$ cat config.mk
export PLATFORM = sky130hd
export DESIGN_NAME = fnd_scan_ctrl
export DESIGN_NICKNAME = d
export VERILOG_FILES = /design/src/rtl/fnd_pkg.sv /design/src/rtl/fnd_scan_prescaler.sv /design/src/rtl/fnd_scan_ctrl.sv
export SDC_FILE = /design/constraint.sdc
export NUM_CORES = 1
export LEC_CHECK = 0
export ABC_AREA = 1
export CORE_UTILIZATION = 45
export DETAILED_ROUTE_END_ITERATION = 10
export PLACE_DENSITY = 0.68
export SLEW_MARGIN = 25
export SYNTH_ARGS = -nofsm -noshare
export SYNTH_HDL_FRONTEND = slang
export SYNTH_SLANG_ARGS = --single-unit
$ cat constraint.sdc
create_clock -name clk -period 1.4 [get_ports clk]
set_input_delay 0.28 -clock clk [delete_from_list [all_inputs] [get_ports clk]]
set_output_delay 0.28 -clock clk [all_outputs]
set_load 0.1 [all_outputs]
$ cat src/rtl/fnd_pkg.sv
// rtl/fnd_pkg.sv - shared constants and types for the FND scan path
package fnd_pkg;

  localparam int NUM_DIGITS  = 4;
  localparam int BCD_W       = 4;
  localparam int DIGIT_IDX_W = 2;

  // 1 kHz per digit at 100 MHz, 1% of each slot kept dark
  localparam int DEF_SCAN_DIV = 100000;
  localparam int DEF_GUARD    = 1000;

  // packed 4-digit BCD word, index 0 = rightmost digit
  typedef logic [NUM_DIGITS-1:0][BCD_W-1:0] bcd4_t;

endpackage

$ cat src/rtl/fnd_scan_prescaler.sv
// rtl/fnd_scan_prescaler.sv - slot prescaler, counts 0..DIV-1 and wraps
//   clk   : system clock
//   reset : synchronous, active-high
//   cnt   : position within the current slot
//   tick  : high in the last cycle of a slot (cnt == DIV-1)
module fnd_scan_prescaler #(
  parameter int DIV = 8
) (
  input  logic                   clk,
  input  logic                   reset,
  output logic [$clog2(DIV)-1:0] cnt,
  output logic                   tick
);

  localparam int CW = $clog2(DIV);
  localparam logic [CW-1:0] LAST = CW'(DIV - 1);

  assign tick = (cnt == LAST);

  always_ff @(posedge clk) begin
    if (reset) begin
      cnt <= '0;
    end else if (tick) begin
      cnt <= '0;
    end else begin
      cnt <= cnt + 1'b1;
    end
  end

endmodule

$ cat src/rtl/fnd_scan_ctrl.sv
// rtl/fnd_scan_ctrl.sv - 4-digit FND scan controller with frame-aligned double buffer
//   clk, reset   : system clock, synchronous active-high reset
//   bcd_in/dp_in : value and decimal points to display, captured on load
//   load         : single-cycle capture request
//   digit_sel    : digit index to the anode decoder (0 = rightmost)
//   digit_bcd/dp : nibble and dot of the selected digit
//   digit_blank  : segments must be dark (guard interval or leading zero)
//   frame_tick   : pulse in the last cycle of the digit-3 slot
module fnd_scan_ctrl
  import fnd_pkg::*;
#(
  parameter int SCAN_DIV = DEF_SCAN_DIV,
  parameter int GUARD    = DEF_GUARD,
  parameter int LZ_BLANK = 1
) (
  input  logic                          clk,
  input  logic                          reset,
  input  logic [NUM_DIGITS*BCD_W-1:0]   bcd_in,
  input  logic [NUM_DIGITS-1:0]         dp_in,
  input  logic                          load,
  output logic [DIGIT_IDX_W-1:0]        digit_sel,
  output logic [BCD_W-1:0]              digit_bcd,
  output logic                          digit_dp,
  output logic                          digit_blank,
  output logic                          frame_tick
);

  localparam int CW = $clog2(SCAN_DIV);

  logic [CW-1:0] cnt;
  logic          slot_end;
  logic          frame_end;

  bcd4_t                 pending_bcd;
  logic [NUM_DIGITS-1:0] pending_dp;
  logic                  pending_valid;
  bcd4_t                 shadow_bcd;
  logic [NUM_DIGITS-1:0] shadow_dp;

  logic [NUM_DIGITS-1:0] lz;
  logic                  guard_active;

  fnd_scan_prescaler #(
    .DIV (SCAN_DIV)
  ) u_prescaler (
    .clk   (clk),
    .reset (reset),
    .cnt   (cnt),
    .tick  (slot_end)
  );

  assign frame_end  = slot_end && (digit_sel == DIGIT_IDX_W'(NUM_DIGITS - 1));
  assign frame_tick = frame_end;

  always_ff @(posedge clk) begin
    if (reset) begin
      digit_sel <= '0;
    end else if (slot_end) begin
      digit_sel <= digit_sel + 1'b1;
    end
  end

  // Shadow only changes on the frame boundary so a frame never mixes two
  // values; a load landing exactly on the boundary goes straight through.
  always_ff @(posedge clk) begin
    if (reset) begin
      pending_bcd   <= '0;
      pending_dp    <= '0;
      pending_valid <= 1'b0;
      shadow_bcd    <= '0;
      shadow_dp     <= '0;
    end else if (frame_end) begin
      pending_valid <= 1'b0;
      if (load) begin
        shadow_bcd <= bcd_in;
        shadow_dp  <= dp_in;
      end else if (pending_valid) begin
        shadow_bcd <= pending_bcd;
        shadow_dp  <= pending_dp;
      end
    end else if (load) begin
      pending_bcd   <= bcd_in;
      pending_dp    <= dp_in;
      pending_valid <= 1'b1;
    end
  end

  // Digit n is a leading zero when it and every digit left of it are zero.
  always_comb begin
    lz = '0;
    if (LZ_BLANK != 0) begin
      lz[3] = (shadow_bcd[3] == '0);
      lz[2] = lz[3] && (shadow_bcd[2] == '0);
      lz[1] = lz[2] && (shadow_bcd[1] == '0);
    end
  end

  generate
    if (GUARD > 0) begin : g_guard
      assign guard_active = (int'(cnt) < GUARD);
    end else begin : g_no_guard
      assign guard_active = 1'b0;
    end
  endgenerate

  assign digit_bcd   = shadow_bcd[digit_sel];
  assign digit_dp    = shadow_dp[digit_sel] && !lz[digit_sel];
  assign digit_blank = guard_active || lz[digit_sel];

endmodule

# [Word level (Yosys, flattened, before mapping)]
# Cells that the tools add are included.
[totals] regBits=60 input_bits=23 elab_cells=44
[op_classes] n_addsub=2 n_lt_le_gt_ge=2 n_eq_ne=2 mux=10 n_bitwise=1 n_reduce_logical=14
[op_table] op="$mux 16" n=2
[op_table] op="$add 17x1->17 const B" n=1
[op_table] op="$eq 17x17->1 const B" n=1
[op_table] op="$lt 17x10->1 const B" n=1
[op_table] op="$logic_not 4->1" n=3
[op_table] op="$mux 4" n=3
[op_table] op="$bmux 4 s2" n=1
[op_table] op="$bmux 1 s2" n=2
[op_table] op="$logic_and 1x1->1" n=4
[op_table] op="$reduce_and 2->1" n=2
[op_table] op="$reduce_or 2->1" n=2
[op_table] op="$lt 2x3->1 const B" n=1
[op_table] op="$add 2x1->2 const B" n=1
[op_table] op="$eq 2x2->1 const B" n=1
[op_table] op="$mux 1" n=2
[op_table] op="$reduce_bool 2->1" n=1
[op_table] op="$logic_not 1->1" n=1
[op_table] op="$logic_or 1x1->1" n=1
[op_table] op="$not 1->1" n=1

# [Logic depth before layout (Yosys ltp)]
[depth] word_depth=7 depth_mapped=9 mapped_depth_nobuf=8

# [Hierarchy]
# A second synthesis with hierarchy kept.
[hier_totals] hier_cells=438 area_unflattened_um2=3139.3
[modules_own_cells] mod="fnd_scan_ctrl" instances=1 cells_each=298 area_each_um2=2190.9 seq_area_each_um2=860.8
[modules_own_cells] mod="fnd_scan_prescaler" instances=1 cells_each=140 area_each_um2=948.4 seq_area_each_um2=340.3

# [Worst setup path after synthesis]
# No wires, ideal clock.
[synth_timing] path_kind="reg2out" from="register digit_sel[1]" to="output port digit_blank" arrival_time_ns=3.710 required_ns=1.120 slack_ns=-2.590 path_stages_with_launch=5 path_cell_list="dfxtp_1 > inv_1 > o21ai_0 > nand2_1 > o21ai_0"
[synth_between] elab_chain_len=3
[synth_lines] element="start, declared" line="fnd_scan_ctrl.sv:21" text="output logic [DIGIT_IDX_W-1:0] digit_sel,"
[synth_lines] element="start signal, assigned" line="fnd_scan_ctrl.sv:59" text="digit_sel <= digit_sel + 1'b1;"
[synth_lines] element="$bmux 1 s2" line="fnd_scan_ctrl.sv:108" text="assign digit_blank = guard_active || lz[digit_sel];"
[synth_lines] element="$mux 1 (implied by the code)" line="fnd_scan_ctrl.sv:108"
[synth_lines] element="$logic_or 1x1->1" line="fnd_scan_ctrl.sv:108"
[synth_lines] element="end, declared" line="fnd_scan_ctrl.sv:24" text="output logic digit_blank,"
# No other way between the ends. The select of a mux whose other input is x is not followed.

# [Final worst setup path]
[layout_timing] from="register digit_sel[0]" to="output port digit_dp"
[layout_between] elab_chain_len=4 word_cells_on_any_way=6
[layout_lines] element="$bmux 1 s2" line="fnd_scan_ctrl.sv:107" text="assign digit_dp = shadow_dp[digit_sel] && !lz[digit_sel];"
[layout_lines] element="$mux 1 (implied by the code)" line="fnd_scan_ctrl.sv:107"
[layout_lines] element="$logic_not 1->1" line="fnd_scan_ctrl.sv:107"
[layout_lines] element="$logic_and 1x1->1 *" line="fnd_scan_ctrl.sv:107"
[layout_lines] element="end, declared" line="fnd_scan_ctrl.sv:23" text="output logic digit_dp,"
# Mark *: on every way between the ends. The rest lies on a longest branch, timed or not. The select of a mux whose other input is x is not followed.

==> results summary <==
The run finished, with violations left. The checks that failed: setup timing. The total area inside the core boundary comes to 6760 sq um. The first-pass iteration count of the detailed router came out at 5.

The number of DRC markers after the initial detailed-route iteration is 322. The total setup violations reported at the end of the flow is 51. The xor-xnor portion of the synthesized cell area came out at 1.12%. The path depth of the worst reg2reg path is 10. The number of global-route vias before repair is 3131.

The number of max-slew violations in the final report came to 0. The endpoint required time on the critical path is 1.12 ns. The area added between synthesis and finish is 65.4%.

STA classifies the critical path endpoint as an output pin. The share of the synthesized area in compound gates (AO/OA/AOI/OAI) came out at 9.24%. The pin count of the biggest net entering global routing came out at 45.

The per-cell routed wire length is 15.8 microns. The count of buffers inserted at the top-level ports came out at 31. The number of antenna violations at the first check in global routing is 0. The number of nets handed over by synthesis was 481. Setup repair after global routing could not meet its margin everywhere.

The part of the Yosys area used for sequential elements came out at 38.4%. The layout net count is 581. The number of placed cells counting well taps came out at 597. After detailed routing, the number of remaining DRC violations is 0. The total detailed-routing wirelength came out at 10.1 mm.

The number of flip-flops and latches in the synthesized netlist came out at 60. Clock skew on the completed layout was measured at 0.00791 ns. The worst slew slack as a fraction of its limit is 58.7%. The final RePlAce weighted congestion came out at 0.893. The final count of hold timing violations came out at 0. The kind of critical path is reg -> out. The filler-free cell count of the finished design came out at 641. The wire length of the first global-routing pass came out at 14.7 mm. The portion of synthesized area spent on multiplexers is 6.40%. In this run the most critical hold path is launched from load. The die covers 7290 sq um. The total standard cell area after synthesis came out at 3130 sq um.

Measured along the x axis, the die boundary spans 85.4 microns. The transition at the pin with the smallest max-transition slack is 0.620 ns. The worst hold path terminates at pending_bcd[2]. STA classifies the critical path startpoint as a flip-flop. In the post-synthesis netlist, the biggest area contributors are dfxtp_1 (38%), nor2_1 (11%), nand2_1 (8.2%).

In this run the biggest area consumer among cell types represents 38.4% of the synthesized area. The cell depth of the worst hold path is 4. The overall fraction of global-route tracks in use is 26.0%. Across the run, the number of max-cap violations was 0. The synthesized area per cell came out at 6.86 sq um. The effective utilization at floorplan came out at 46.3%.

The destination of the worst register-to-register timing path is shadow_bcd[2]. The top achievable clock speed is 0.558 GHz. The maximum fanout count along the critical path came out at 8. The number of buffers created by CTS is 9. Cells with a size suffix above 1 make up 40.8% of the layout. Final hold analysis gives a worst-case slack of 0.428 ns. CTS saw 60 sinks.

The basic-gate share of the synthesized area counting and, or, nand and nor cells came out at 33.8%. The analysis attributes to cell leakage a power of 2.24 nW. The number of H-tree branching levels is 3. The final critical path time including I/O delays and setup came out at 1.79 ns.

The synthesis warning total came out at 0. The maximum resistive drop on vdd came out at 0.000583 V. Of the available clock period, the critical path in the final layout requires 128%. The clock tree from TritonCTS is yes. The reg2reg setup slack came out at -0.37 ns. The total power density per cell area is 791 nW/um^2. The cell count after synthesis came out at 456. The longest clock path from root to sink contains 2 buffers. Dividing the detail-routed via count by the number of cells gives 5.49.

The worst register-to-register path begins at u_prescaler.cnt[0]. Detailed placement finished with a half-perimeter wire length of 5.57 mm. Across all setup checks in the final design, the least slack found is -0.391 ns.

The clock reaches the later pin of the worst-skew pair after 0.35 ns. Yosys mapped the design onto 27 distinct sky130hd cell types. The total number of vias is 3517. The die outline height came out at 85.4 microns. The count of standard-cell rows came out at 30. Clock-pin slew was measured on the worst setup and hold paths at 0.07 ns. The arrival time at the worst endpoint is 1.51 ns. The number of top-level design ports is 32. The number of nets with antenna violations after detailed routing is 0.

The cell accounting for the most synthesized area is dfxtp_1. The overall overflow remaining after global route is 0. 0 antenna diodes ended up in the layout. The root cell of the clock tree is clkbuf_8. After synthesis, the largest family of logic cells by area is simple AND/OR/NAND/NOR gates. The kind of path behind the tightest hold check is in -> reg.

The share of synthesized cell area in full adder, half adder and majority cells is 0.800%.
-- registers in the layout (all words and copies together), names as in the netlist --
| name | flops |
|---|---|
| pending_valid | 1 |
| shadow_bcd | 16 |
| shadow_dp | 4 |
| pending_bcd | 16 |
| pending_dp | 4 |
| u_prescaler.cnt | 17 |
| digit_sel | 2 |
-- cell usage in the layout, fill, tap and decap left out, drive strengths merged --
master and count:
buf 88, nand3 33, mux2i 20, nand4 26
nor4 2, nor3 12, nor2 94, dfxtp 60
ha 2, or2 1, o211ai 1, a31oi 1
clkbuf 19, clkinv 3, bufinv 2, clkdlybuf4s50 21
o21ai 19, nand2 68, a21oi 36, inv 49
xor2 4
-- metal layers --
metal  track usage [%]  wire, microns  share of wire [%]  up-vias
li1                  -              -                  -     1709
met1              35.9           4480                 44     1658
met2              39.6           4880                 48      122
met3              4.47            490                4.8       28
met4              12.1            296                2.9        0
met5                 0              0                  0        -
-- metrics by stage --
stage	instance area (sq um)	setup slack, ns	util [%]	TNS, ns	power, mW
finish	5170	-0.391	76.6	-14.42	4.09
global placement	4110	-0.0965	60.8	-1.19	2.14
CTS	4690	-0.394	69.5	-9.69	4.07
global route	5170	-0.460	76.6	-18.88	4.24
floorplan	3290	-0.430	-	-2.51	2.02
detailed placement	4110	-0.138	60.8	-2.48	2.16
-- report_power, final --
group / total (mW) / internal, mW / leakage (nW) / switching, mW
clock: 1.93 / 1.21 / 0.125 / 0.724
sequential: 1.78 / 1.75 / 0.498 / 0.0327
combinational: 0.379 / 0.183 / 1.62 / 0.196
total: 4.09 / 3.14 / 2.24 / 0.953
-- kinds of logic after synthesis --
logic type	after synthesis
adders and majority gates	2
DFF	60
muxes	20
and+or+nand+nor	236
buffers and inverters	77
AOI/OAI and AO/OA	57
xor gates and xnor gates	4
-- what timing repair did --
action / 4_1_cts / 5_1_grt
gates cloned: 3 / 7
endpoints found under the setup margin: 46 / 68
pin swaps: 22 / 48
hold buffers: 0 / 0
resized for setup: 69 / 83
setup buffers: 11 / 13
-- synth_stat cells --
cell type   n
clkbuf_1   10
nor3_1     12
o21ai_0    18
a21oi_1    36
nand3_2     1
or2_2       1
buf_2       9
nand4_1    25
inv_1      44
ha_1        2
mux2i_1    20
buf_1       2
nand2_1    68
nor2_4      2
xor2_1      4
dfxtp_1    60
nor2_1     89
a31oi_1     1
clkinv_1    2
o21ai_1     1
o211ai_1    1
nand4_4     1
inv_2       5
nor4_1      2
nor2_2      3
buf_4       5
nand3_1    32
-- worst max-delay path by stage --
| stage | start | endpoint | slack (ns) |
|---|---|---|---|
| floorplan | digit_sel[0] | digit_dp | -0.43 |
| global placement | shadow_bcd[15] | digit_dp | -0.1 |
| detailed placement | shadow_bcd[15] | digit_dp | -0.14 |
| CTS | shadow_bcd[5] | digit_blank | -0.39 |
| global route | shadow_bcd[5] | digit_blank | -0.46 |
| finish | digit_sel[0] | digit_dp | -0.39 |
-- critical path, cell delays in order (launching register included) --
cell and delay (ns):
dfxtp_4 0.38, buf_4 0.16, nor2_1 0.06, nor2_1 0.08, o21ai_1 0.11, a21oi_4 0.18, buf_12 0.19
-- cell type report --
class,count,area [sq um]
multi-input cells,319,2090
inverters,51,206
repair buffers,115,1310
clock buffers,13,180
fillers,434,1580
flip-flops and latches,60,1230
clock inverters,3,65.1
well taps,80,100
Power figures use the tool's default switching activity.
